[src/rtl/input_synch_multi_if.sv]
// Bundle of the per-channel input, synchronised, debounced and edge-pulse vectors.
// master drives the raw inputs; slave is the synchroniser producing the rest.
interface input_synch_multi_if #(
  parameter int WIDTH = 4
);
  logic [WIDTH-1:0] synch_in;
  logic [WIDTH-1:0] synch_out;
  logic [WIDTH-1:0] filt_out;
  logic [WIDTH-1:0] rise;
  logic [WIDTH-1:0] fall;

  modport master (
    output synch_in,
    input  synch_out, filt_out, rise, fall
  );

  modport slave (
    input  synch_in,
    output synch_out, filt_out, rise, fall
  );
endinterface

[src/rtl/input_synch_multi.sv]
// Multi-channel pin synchroniser + debounce filter + rise/fall pulses, plus reset synchroniser.
// Latency STAGES edges to synch_out, STAGES+FILTER_LEN to filt_out/pulses; free-running, no backpressure.
module input_synch_multi #(
  parameter int               WIDTH      = 4,
  parameter int               STAGES     = 2,
  parameter int               FILTER_LEN = 4,
  parameter logic [WIDTH-1:0] RESET_VAL  = '0
) (
  input  logic                clk,
  input  logic                reset_n,
  output logic                sync_reset_n,
  input_synch_multi_if.slave  bus
);

  localparam int              CW      = $clog2(FILTER_LEN + 1);
  localparam logic [CW-1:0]   CNT_MAX = CW'(FILTER_LEN - 1);

  generate
    if (WIDTH < 1 || STAGES < 2 || FILTER_LEN < 1) begin : g_param_chk
      $fatal(1, "input_synch_multi: requires WIDTH>=1, STAGES>=2, FILTER_LEN>=1");
    end
  endgenerate

  logic [STAGES-1:0] r_rst_sync;
  logic [WIDTH-1:0]  r_sync [STAGES];
  logic [WIDTH-1:0]  r_filt;
  logic [WIDTH-1:0]  r_rise;
  logic [WIDTH-1:0]  r_fall;
  logic [CW-1:0]     r_cnt  [WIDTH];
  logic [WIDTH-1:0]  w_sync_out;

  always_ff @(posedge clk or negedge reset_n) begin
    if (!reset_n) begin
      r_rst_sync <= '0;
    end else begin
      r_rst_sync <= {r_rst_sync[STAGES-2:0], 1'b1};
    end
  end

  assign sync_reset_n = r_rst_sync[STAGES-1];

  // Input chains run on reset_n alone so they are already settled when filtering starts.
  always_ff @(posedge clk or negedge reset_n) begin
    if (!reset_n) begin
      for (int s = 0; s < STAGES; s++) begin
        r_sync[s] <= RESET_VAL;
      end
    end else begin
      r_sync[0] <= bus.synch_in;
      for (int s = 1; s < STAGES; s++) begin
        r_sync[s] <= r_sync[s-1];
      end
    end
  end

  assign w_sync_out = r_sync[STAGES-1];

  always_ff @(posedge clk or negedge reset_n) begin
    if (!reset_n) begin
      r_filt <= RESET_VAL;
      r_rise <= '0;
      r_fall <= '0;
      for (int i = 0; i < WIDTH; i++) begin
        r_cnt[i] <= '0;
      end
    end else if (!sync_reset_n) begin
      r_filt <= RESET_VAL;
      r_rise <= '0;
      r_fall <= '0;
      for (int i = 0; i < WIDTH; i++) begin
        r_cnt[i] <= '0;
      end
    end else begin
      r_rise <= '0;
      r_fall <= '0;
      for (int i = 0; i < WIDTH; i++) begin
        if (w_sync_out[i] == r_filt[i]) begin
          r_cnt[i] <= '0;
        end else if (r_cnt[i] == CNT_MAX) begin
          // Pulses are registered alongside filt_out so they align with its first new-value cycle.
          r_filt[i] <= w_sync_out[i];
          r_rise[i] <= w_sync_out[i];
          r_fall[i] <= ~w_sync_out[i];
          r_cnt[i]  <= '0;
        end else begin
          r_cnt[i] <= r_cnt[i] + CW'(1);
        end
      end
    end
  end

  assign bus.synch_out = w_sync_out;
  assign bus.filt_out  = r_filt;
  assign bus.rise      = r_rise;
  assign bus.fall      = r_fall;

endmodule

[src/flat_wrapper.sv]
// flat-port wrapper written by rule: the top's interface ports become plain ports
module input_synch_multi_flat 
#(
  parameter int               WIDTH      = 4,
  parameter int               STAGES     = 2,
  parameter int               FILTER_LEN = 4,
  parameter logic [WIDTH-1:0] RESET_VAL  = '0
)
  (clk, reset_n, sync_reset_n, bus_synch_in, bus_synch_out, bus_filt_out, bus_rise, bus_fall);
  input_synch_multi_if #(.WIDTH(WIDTH)) bus_i ();
  input  logic clk;
  input  logic reset_n;
  output logic sync_reset_n;
  input wire logic [$bits(bus_i.synch_in)-1:0] bus_synch_in;
  output wire logic [$bits(bus_i.synch_out)-1:0] bus_synch_out;
  output wire logic [$bits(bus_i.filt_out)-1:0] bus_filt_out;
  output wire logic [$bits(bus_i.rise)-1:0] bus_rise;
  output wire logic [$bits(bus_i.fall)-1:0] bus_fall;
  assign bus_i.synch_in = bus_synch_in;
  assign bus_synch_out = bus_i.synch_out;
  assign bus_filt_out = bus_i.filt_out;
  assign bus_rise = bus_i.rise;
  assign bus_fall = bus_i.fall;
  input_synch_multi #(.WIDTH(WIDTH), .STAGES(STAGES), .FILTER_LEN(FILTER_LEN), .RESET_VAL(RESET_VAL)) u_core (.clk(clk), .reset_n(reset_n), .sync_reset_n(sync_reset_n), .bus(bus_i));
endmodule
[config.mk]
export PLATFORM = sky130hd
export DESIGN_NAME = input_synch_multi_flat
export DESIGN_NICKNAME = d
export VERILOG_FILES = /design/src/rtl/input_synch_multi_if.sv /design/src/rtl/input_synch_multi.sv /design/src/flat_wrapper.sv
export SDC_FILE = /design/constraint.sdc
export NUM_CORES = 1
export LEC_CHECK = 0
export CORE_MARGIN = 2
export CORE_UTILIZATION = 35
export DETAILED_ROUTE_END_ITERATION = 6
export HOLD_SLACK_MARGIN = 0.06
export PLACE_DENSITY = 0.57
export SLEW_MARGIN = 20
export SYNTH_ARGS = -nofsm -noshare
export SYNTH_HDL_FRONTEND = slang
export SYNTH_SLANG_ARGS = --single-unit
[constraint.sdc]
create_clock -name clk -period 1.54 [get_ports clk]
set_clock_uncertainty 0.15 [all_clocks]
set_input_delay 0.231 -clock clk [delete_from_list [all_inputs] [get_ports clk]]
set_output_delay 0.231 -clock clk [all_outputs]
set_load 0.02 [all_outputs]
Word level (Yosys, flattened, before mapping). Index checks and enable logic that the tools add are counted.

Bits in registers: 34. Input port bits: 6. Output and inout bits: 17. Word-level logic and storage cells: 77.

Add/subtract/negate cells: 4. Equality and inequality tests: 16. Muxes and demuxes: 36. Bitwise logic cells: 4. Reductions and logical operators: 4.

Operator list (number): 1-bit two-way mux (24); 3-bit two-way mux (8); 2-bit inequality test, second input constant (8); 3-bit by 1-bit adder with 3-bit output, second input constant (4); 3-bit by 2-bit equality test with 1-bit output, second input constant (4); 12-bit two-way mux (1); 4-bit two-way mux (3); 2-bit AND reduction (4); 1-bit equality test (4); 1-bit NOT (4).

Depth between registers and ports, before layout. Gate-level depths: netlist of the first run.

Word-level depth: 4. Gate-level depth with buffers: 3. Mapped depth without buffers: 3.

Worst setup path after synthesis of the first run. No wires, ideal clock.

Path type: register to register. From: reg u_core.r_filt[1], in the netlist u_core.bus.filt_out[1]. To: reg u_core.r_cnt[8] (netlist bit). Setup time: 0.121 ns. Arrival: 0.998 ns. Required time: 1.269 ns. Setup slack: 0.271 ns. Cell stages (with the launch flop): 3. Path buffers: 0. Clock period less this slack: 1.269 ns. Cells stage by stage: dfrtp_1 -> xnor2_1 -> and4bb_2.

Word-level cells in the longest chain between the ends: 3.

Ends and longest elaborated chain: start: declaration (line input_synch_multi.sv:26) `logic [WIDTH-1:0] r_filt;`; start signal: indexed assignment (line input_synch_multi.sv:81) `r_filt[i] <= w_sync_out[i];`; 1-bit equality test (line input_synch_multi.sv:77) `if (w_sync_out[i] == r_filt[i]) begin`; 3-bit two-way mux (line input_synch_multi.sv:77); 12-bit two-way mux (line input_synch_multi.sv:66) `end else if (!sync_reset_n) begin`; end signal: indexed assignment (line input_synch_multi.sv:86) `r_cnt[i] <= r_cnt[i] + CW'(1);`; end: declaration (line input_synch_multi.sv:29) `logic [CW-1:0] r_cnt [WIDTH];`.

Every way passes these cells. A chain may end at the register's enable or synchronous reset.

Final worst setup path of the first run.
From: reg u_core.r_sync, in the netlist u_core.bus.synch_out[3]. To: out bus_synch_out[3].

RTL lines: start: declaration (line input_synch_multi.sv:25) `logic [WIDTH-1:0] r_sync [STAGES];`; start signal: indexed assignment (line input_synch_multi.sv:51) `r_sync[s] <= r_sync[s-1];`; end: declaration (line flat_wrapper.sv:15) `output wire logic [$bits(bus_i.synch_out)-1:0] bus_synch_out;`.

No word-level cell between the ends.

==> metrics.yaml, run 1 <==
logic_synthesis:
  ys_seq_area_share_pct: 65.45
  ys_types: 17
  synth_cells: 93
  synth_area_um2: 1300
  synth_area_per_cell_um2: 13.98
  ys_seq_elements: 34
  syn_nets: 103
  ys_warn_count: 0
setup_path:
  start_kind: "flop"
  cp_num_buf_inv: 1
  crit_path_max_incr_delay_ps: 420
  crit_family: "flip-flops"
  path_class: "flop to output port"
  worstPathRequired_ps: 1160
  crit_chain: "dlygate4sd2_1"
  cp.arrival_ps: 1060
  end_kind: "output port"
  slowest_stage: "dfrtp_1"
  cp_max_fo: 5
detailed_routing:
  drt-total-wl_um: 1947
  wl_met1_um: 848
  drtIter0Drc: 36
  avgViaCountPerCell: 4.629
  vias: 787
  ant_nets: 0
  met3_length_um: 127
  wl_per_cell_um: 11.45
  wl_met2_um: 924
  topRoutingLayerUsed: "met4"
  drc_errors: 0
  drtPass1Iterations: 3
place:
  dp.cells: 162
  gp_congestion: 0.6590
  portBuffers: 22
  pre_cts_ws_ps: 124.5
  dpl.hpwl_um: 1293
floorplanning:
  top_level_ports: 23
  fp.dieH_um: 64.95
  die_area_um2: 4218
  core_area_um2: 3606
  start_util_pct: 36.05
  rows: 22
  die_w_um: 64.95
timing:
  hold_ws_ps: 163.2
  slew_violations: 0
  post-route-period-util_pct: 93.74
  max_freq_mhz: 692.7
  finalSetupViolations: 0
  tns_ps: 0
  hold_violations: 0
  post-route-min-period_ps: 1444
  setup_slack_ps: 96.42
  rsz0062_at_grt: "false"
global_route:
  antenna_found_initial: 0
  overflow: 0
  grt_pass1_wl_um: 3594
  grt_max_degree: 35
  grt_pass1_vias: 831
  track_usage_pct: 11.54
power:
  pwr_density_cell_nw_per_um2: 1026
  total_power_w: 0.001701
  p_leak_nw: 0.8253
  ir_worst_vdd_uv: 534.6
finish:
  layout-drive-gt1-share_pct: 14.75
  diodes: 0
  stdcell_count: 170
  areaGrowthSynthToFinish_pct: 27.53
  layout_common_cells: "dfrtp_1, dlygate4sd2_1, nand2_1, clkbuf_8, clkdlybuf4s50_1"
  nNetsFinal: 131
  final_common_cell: "dfrtp_1"
status:
  status: "finished, final reports clean"
clock_network:
  path_clk_slew_ps: 70
  cts_tree: "built"
  clock_latency_ps: 280
  htreeDepth: 2
  cts_root_buffer: "clkbuf_8"
  cts_max_path_buffers: 2
  cts.sinks: 34
  numCtsBuffers: 5
flow_run:
  cap_viol_max_count: 0
min_path:
  hp-class: "input pin to async pin"
==> metal layers <==
layer  vias to the layer above  track usage (%)
met5                         -                0
met4                         0            6.383
met3                         5            4.340
met2                        20            19.07
met1                       394            12.74
li1                        368                -
==> kinds of logic (layout without fill, tap and decap cells) <==
group	Yosys count	after routing	share of synthesized area (%)
simple gates	40	40	21.37
flops	34	34	65.45
buf+inv	6	35	3.272
fa+ha+maj	4	4	3.850
xor+xnor	4	4	2.695
mux	4	4	3.080
other cells	1	1	0.2885
==> final timing paths <==
| kind | from | end | slack, ps | depth (start not counted) |
|---|---|---|---|---|
| min in group clk | u_core.r_sync[6] | u_core.bus.synch_out[2] | 200 | 0 |
| worst max register to register | u_core.bus.synch_out[1] | u_core.r_cnt[8] | 220 | 3 |
| worst min register to register | u_core.r_sync[6] | u_core.bus.synch_out[2] | 200 | 0 |
| worst max-delay path | u_core.bus.synch_out[3] | bus_synch_out[3] | 100 | 1 |
| max in group asynchronous | reset_n | u_core.bus.synch_out[2] | 900 | 2 |
| worst min-delay path | reset_n | u_core.bus.synch_out[0] | 160 | 2 |
==> layout make-up <==
type / count / area (um^2)
timing repair buffer: 27 / 249.0
tap: 48 / 60.06
sequential: 34 / 850.8
fill: 350 / 1948
clock inverter: 1 / 5.005
multi-input combinational: 53 / 406.6
clock buffer: 7 / 86.33
==> cells in the mapped netlist <==
master,n,area (um^2)
dfrtp_1,34,850.8
nand2_1,14,52.55
buf_4,5,37.54
and4b_1,4,40.04
ha_1,4,50.05
mux2i_1,4,40.04
nor3_1,4,20.02
nor3b_1,4,30.03
nor4b_2,4,60.06
xnor2_1,4,35.03
and2b_1,2,15.01
and4bb_2,2,25.02
nand3b_1,2,15.01
nor2_1,2,7.510
nor2b_1,2,12.51
clkbuf_2,1,5.000
conb_1,1,3.750
==> report_power, final <==
part	leakage [nW]	total (W)	switching (W)	internal (W)
logic	0.330	0.000108	0.0000587	0.0000495
clock network	0.0482	0.000661	0.000301	0.000360
registers	0.448	0.000932	0.0000142	0.000917
==> registers in the layout, indices dropped and copies added (netlist names) <==
| register | count |
|---|---|
| u_core.bus.fall | 4 |
| u_core.bus.synch_out | 4 |
| u_core.bus.rise | 4 |
| u_core.r_rst_sync | 2 |
| u_core.bus.filt_out | 4 |
| u_core.r_sync | 4 |
| u_core.r_cnt | 12 |
==> timing repair <==
item                       CTS  global route
buffers inserted             0             0
resized for setup           17             0
hold buffers                 0             0
setup endpoints to repair   17             0
==> per-stage QoR <==
stage	area, um^2	utilization, %
floorplan	1300	-
global placement	1588	44.03
detailed placement	1588	44.03
CTS	1658	45.98
global route	1658	45.98
finish	1658	45.98
Power figures use the tool's default switching activity.
==> run 2: changes to the inputs <==
--- a/config.mk
+++ b/config.mk
@@ -6,10 +6,10 @@
 export NUM_CORES = 1
 export LEC_CHECK = 0
 export CORE_MARGIN = 2
-export CORE_UTILIZATION = 35
+export CORE_UTILIZATION = 50
 export DETAILED_ROUTE_END_ITERATION = 6
 export HOLD_SLACK_MARGIN = 0.06
-export PLACE_DENSITY = 0.57
+export PLACE_DENSITY = 0.76
 export SLEW_MARGIN = 20
 export SYNTH_ARGS = -nofsm -noshare
 export SYNTH_HDL_FRONTEND = slang
==> run 2 against run 1 <==
Effect of this change: via count shrank 3.7%; first-iteration DRC count shrank 53%; largest cell class unchanged; maximum frequency shrank 2.1%; sequential cell count is the same; wire length shrank 0.67%; core utilization grew 18 points; critical path depth is the same; die area shrank 28%; combinational power is essentially flat; clock power shrank 29%.
==> metrics.yaml, run 2 (synthesis gave the netlist of run 1 again) <==
power:
  p_switching_w: 0.0003353  # was 0.0003735 W
  pwr_density_cell_nw_per_um2: 945.0  # was 1026 nW/um^2
  p_leak_nw: 0.7938  # was 0.8253 nW
  swShare_pct: 22.28  # was 21.96%
  power.internal_w: 0.001170  # was 0.001327 W
  clkPwrFrac_pct: 31.1  # was 38.9%
  p_comb_share_pct: 7.0  # was 6.4%
  pwr-share-seq_pct: 61.9  # was 54.8%
  ir_worst_vdd_uv: 613.2  # was 534.6 uV
setup_path:
  r2r_end: "u_core.r_cnt[8]"  # unchanged
  cp_max_fo: 5  # unchanged
  start_kind: "flop"  # unchanged
  crit_family: "flip-flops"  # unchanged
  worst-r2r-cell-count: 3  # unchanged
  path_class: "flop to output port"  # unchanged
  reg2reg_setup_slack_ps: 190  # was 220 ps
  crit_chain: "dlygate4sd2_1"  # unchanged
  end_kind: "output port"  # unchanged
  cp.arrival_ps: 1090  # was 1060 ps
  slowest_stage: "dfrtp_1"  # unchanged
  crit_path_max_incr_delay_ps: 410  # was 420 ps
  worstPathRequired_ps: 1160  # about the same
  cp_num_buf_inv: 1  # unchanged
  r2r_start: "u_core.bus.filt_out[1]"  # was u_core.bus.synch_out[1]
clock_network:
  clock_latency_ps: 330  # was 280 ps
  hold_buffers: 0  # unchanged
  path_clk_slew_ps: 90  # was 70 ps
  post_cts_resized: 17  # unchanged
  cts_setup_buffers: 0  # unchanged
  cts_root_buffer: "clkbuf_4"  # was clkbuf_8
  cts.sinks: 34  # unchanged
  cts_tree: "built"  # unchanged
  htreeDepth: 2  # unchanged
  numCtsBuffers: 5  # unchanged
  cts_max_path_buffers: 2  # unchanged
timing:
  tns_ps: 0  # unchanged
  max_freq_mhz: 678.2  # was 692.7 MHz
  rsz0062_at_grt: "false"  # unchanged
  slew_violations: 0  # unchanged
  post-route-period-util_pct: 95.75  # was 93.74%
  post-route-min-period_ps: 1475  # was 1444 ps
  hold_violations: 0  # unchanged
  finalSetupViolations: 0  # unchanged
finish:
  largest_reg_flops: 12  # unchanged
  nNetsFinal: 130  # was 131
  regArea_um2: 850.8  # unchanged
  stdcell_count: 149  # was 170
  diodes: 0  # unchanged
  fillers: 224  # was 350
  final_common_cell: "dfrtp_1"  # unchanged
  multi_input_area_um2: 406.6  # unchanged
  layout_common_cells: "dfrtp_1, nand2_1, dlygate4sd2_1, clkbuf_4, clkdlybuf4s50_1"  # was dfrtp_1, dlygate4sd2_1, nand2_1, clkbuf_8, clkdlybuf4s50_1
  layout-drive-gt1-share_pct: 13.45  # was 14.75%
  top_register: "u_core.r_cnt"  # unchanged
  areaGrowthSynthToFinish_pct: 22.52  # was 27.53%
floorplanning:
  top_level_ports: 23  # unchanged
  rows: 18  # was 22
  start_util_pct: 52.47  # was 36.05%
  die_area_um2: 3024  # was 4218 um^2
  die_w_um: 54.99  # was 64.95 um
  core_area_um2: 2477  # was 3606 um^2
  fp.dieH_um: 54.99  # was 64.95 um
detailed_routing:
  drt-total-wl_um: 1934  # was 1947 um
  avgViaCountPerCell: 5.087  # was 4.629
  vias: 758  # was 787
  wl_per_cell_um: 12.98  # was 11.45 um
  drc_errors: 0  # unchanged
  ant_nets: 0  # unchanged
  drtPass1Iterations: 4  # was 3
  drtIter0Drc: 17  # was 36
global_route:
  grt_pass1_vias: 735  # was 831
  grt_pass1_wl_um: 3332  # was 3594 um
  antenna_found_initial: 0  # unchanged
  grt_max_degree: 35  # unchanged
  track_usage_pct: 16.65  # was 11.54%
  overflow: 0  # unchanged
status:
  status: "finished, final reports clean"  # unchanged
place:
  dpl.hpwl_um: 1352  # was 1293 um
  portBuffers: 22  # unchanged
  dp.cells: 143  # was 162
  gp_congestion: 0.7107  # was 0.6590
min_path:
  hp-class: "input pin to async pin"  # unchanged
flow_run:
  cap_viol_max_count: 0  # unchanged
[run 2: layout make-up]
type / instances / area share [%]
clock buffer: 6 / 3.221
multi-input combinational: 53 / 25.53
sequential: 34 / 53.42
tap: 30 / 2.357
timing repair buffer: 26 / 15.48
[run 2: per-layer routing]
metal,share of wire [%],track usage [%],vias up
met3,5.7,5.645,7
met1,45,20.89,362
met5,0,0,-
met4,3.0,10.98,0
li1,-,-,366
met2,47,24.40,23
[run 2: worst max-delay path by stage]
stage	cells after the start	slack [ps]	to	start
2_1_floorplan	2	270	u_core.r_cnt[8]	u_core.bus.filt_out[1]
3_3_place_gp	1	160	bus_synch_out[2]	u_core.bus.synch_out[2]
3_5_place_dp	1	130	bus_filt_out[3]	u_core.bus.filt_out[3]
4_1_cts	1	40	bus_filt_out[0]	u_core.bus.filt_out[0]
5_1_grt	1	6	bus_filt_out[0]	u_core.bus.filt_out[0]
6_report	1	70	bus_filt_out[2]	u_core.bus.filt_out[2]
[run 2: power groups by stage]
stage / Clock, W / Combinational, W / Sequential (W)
after floorplan: 0 / 0.0000544 / 0.000952
after global placement: 0 / 0.000110 / 0.000947
after detailed placement: 0 / 0.000112 / 0.000949
after CTS: 0.000481 / 0.000107 / 0.000931
after global routing: 0.000521 / 0.000120 / 0.000935
final: 0.000468 / 0.000106 / 0.000931
[run 2: metrics by stage]
| step | utilization (%) | instance area [um^2] | hold slack [ps] | worst slack, ps | power, W |
|---|---|---|---|---|---|
| 6_report | 64.29 | 1593 | 109.6 | 65.40 | 0.001505 |
| 5_1_grt | 64.29 | 1593 | 109.5 | 6.079 | 0.001576 |
| 4_1_cts | 64.09 | 1588 | 112.2 | 41.72 | 0.001519 |
| 3_5_place_dp | 62.88 | 1558 | 184.7 | 126.3 | 0.001062 |
| 3_3_place_gp | 62.88 | 1558 | 181.7 | 156.3 | 0.001057 |
| 2_1_floorplan | - | 1300 | -214.6 | 270.9 | 0.001006 |
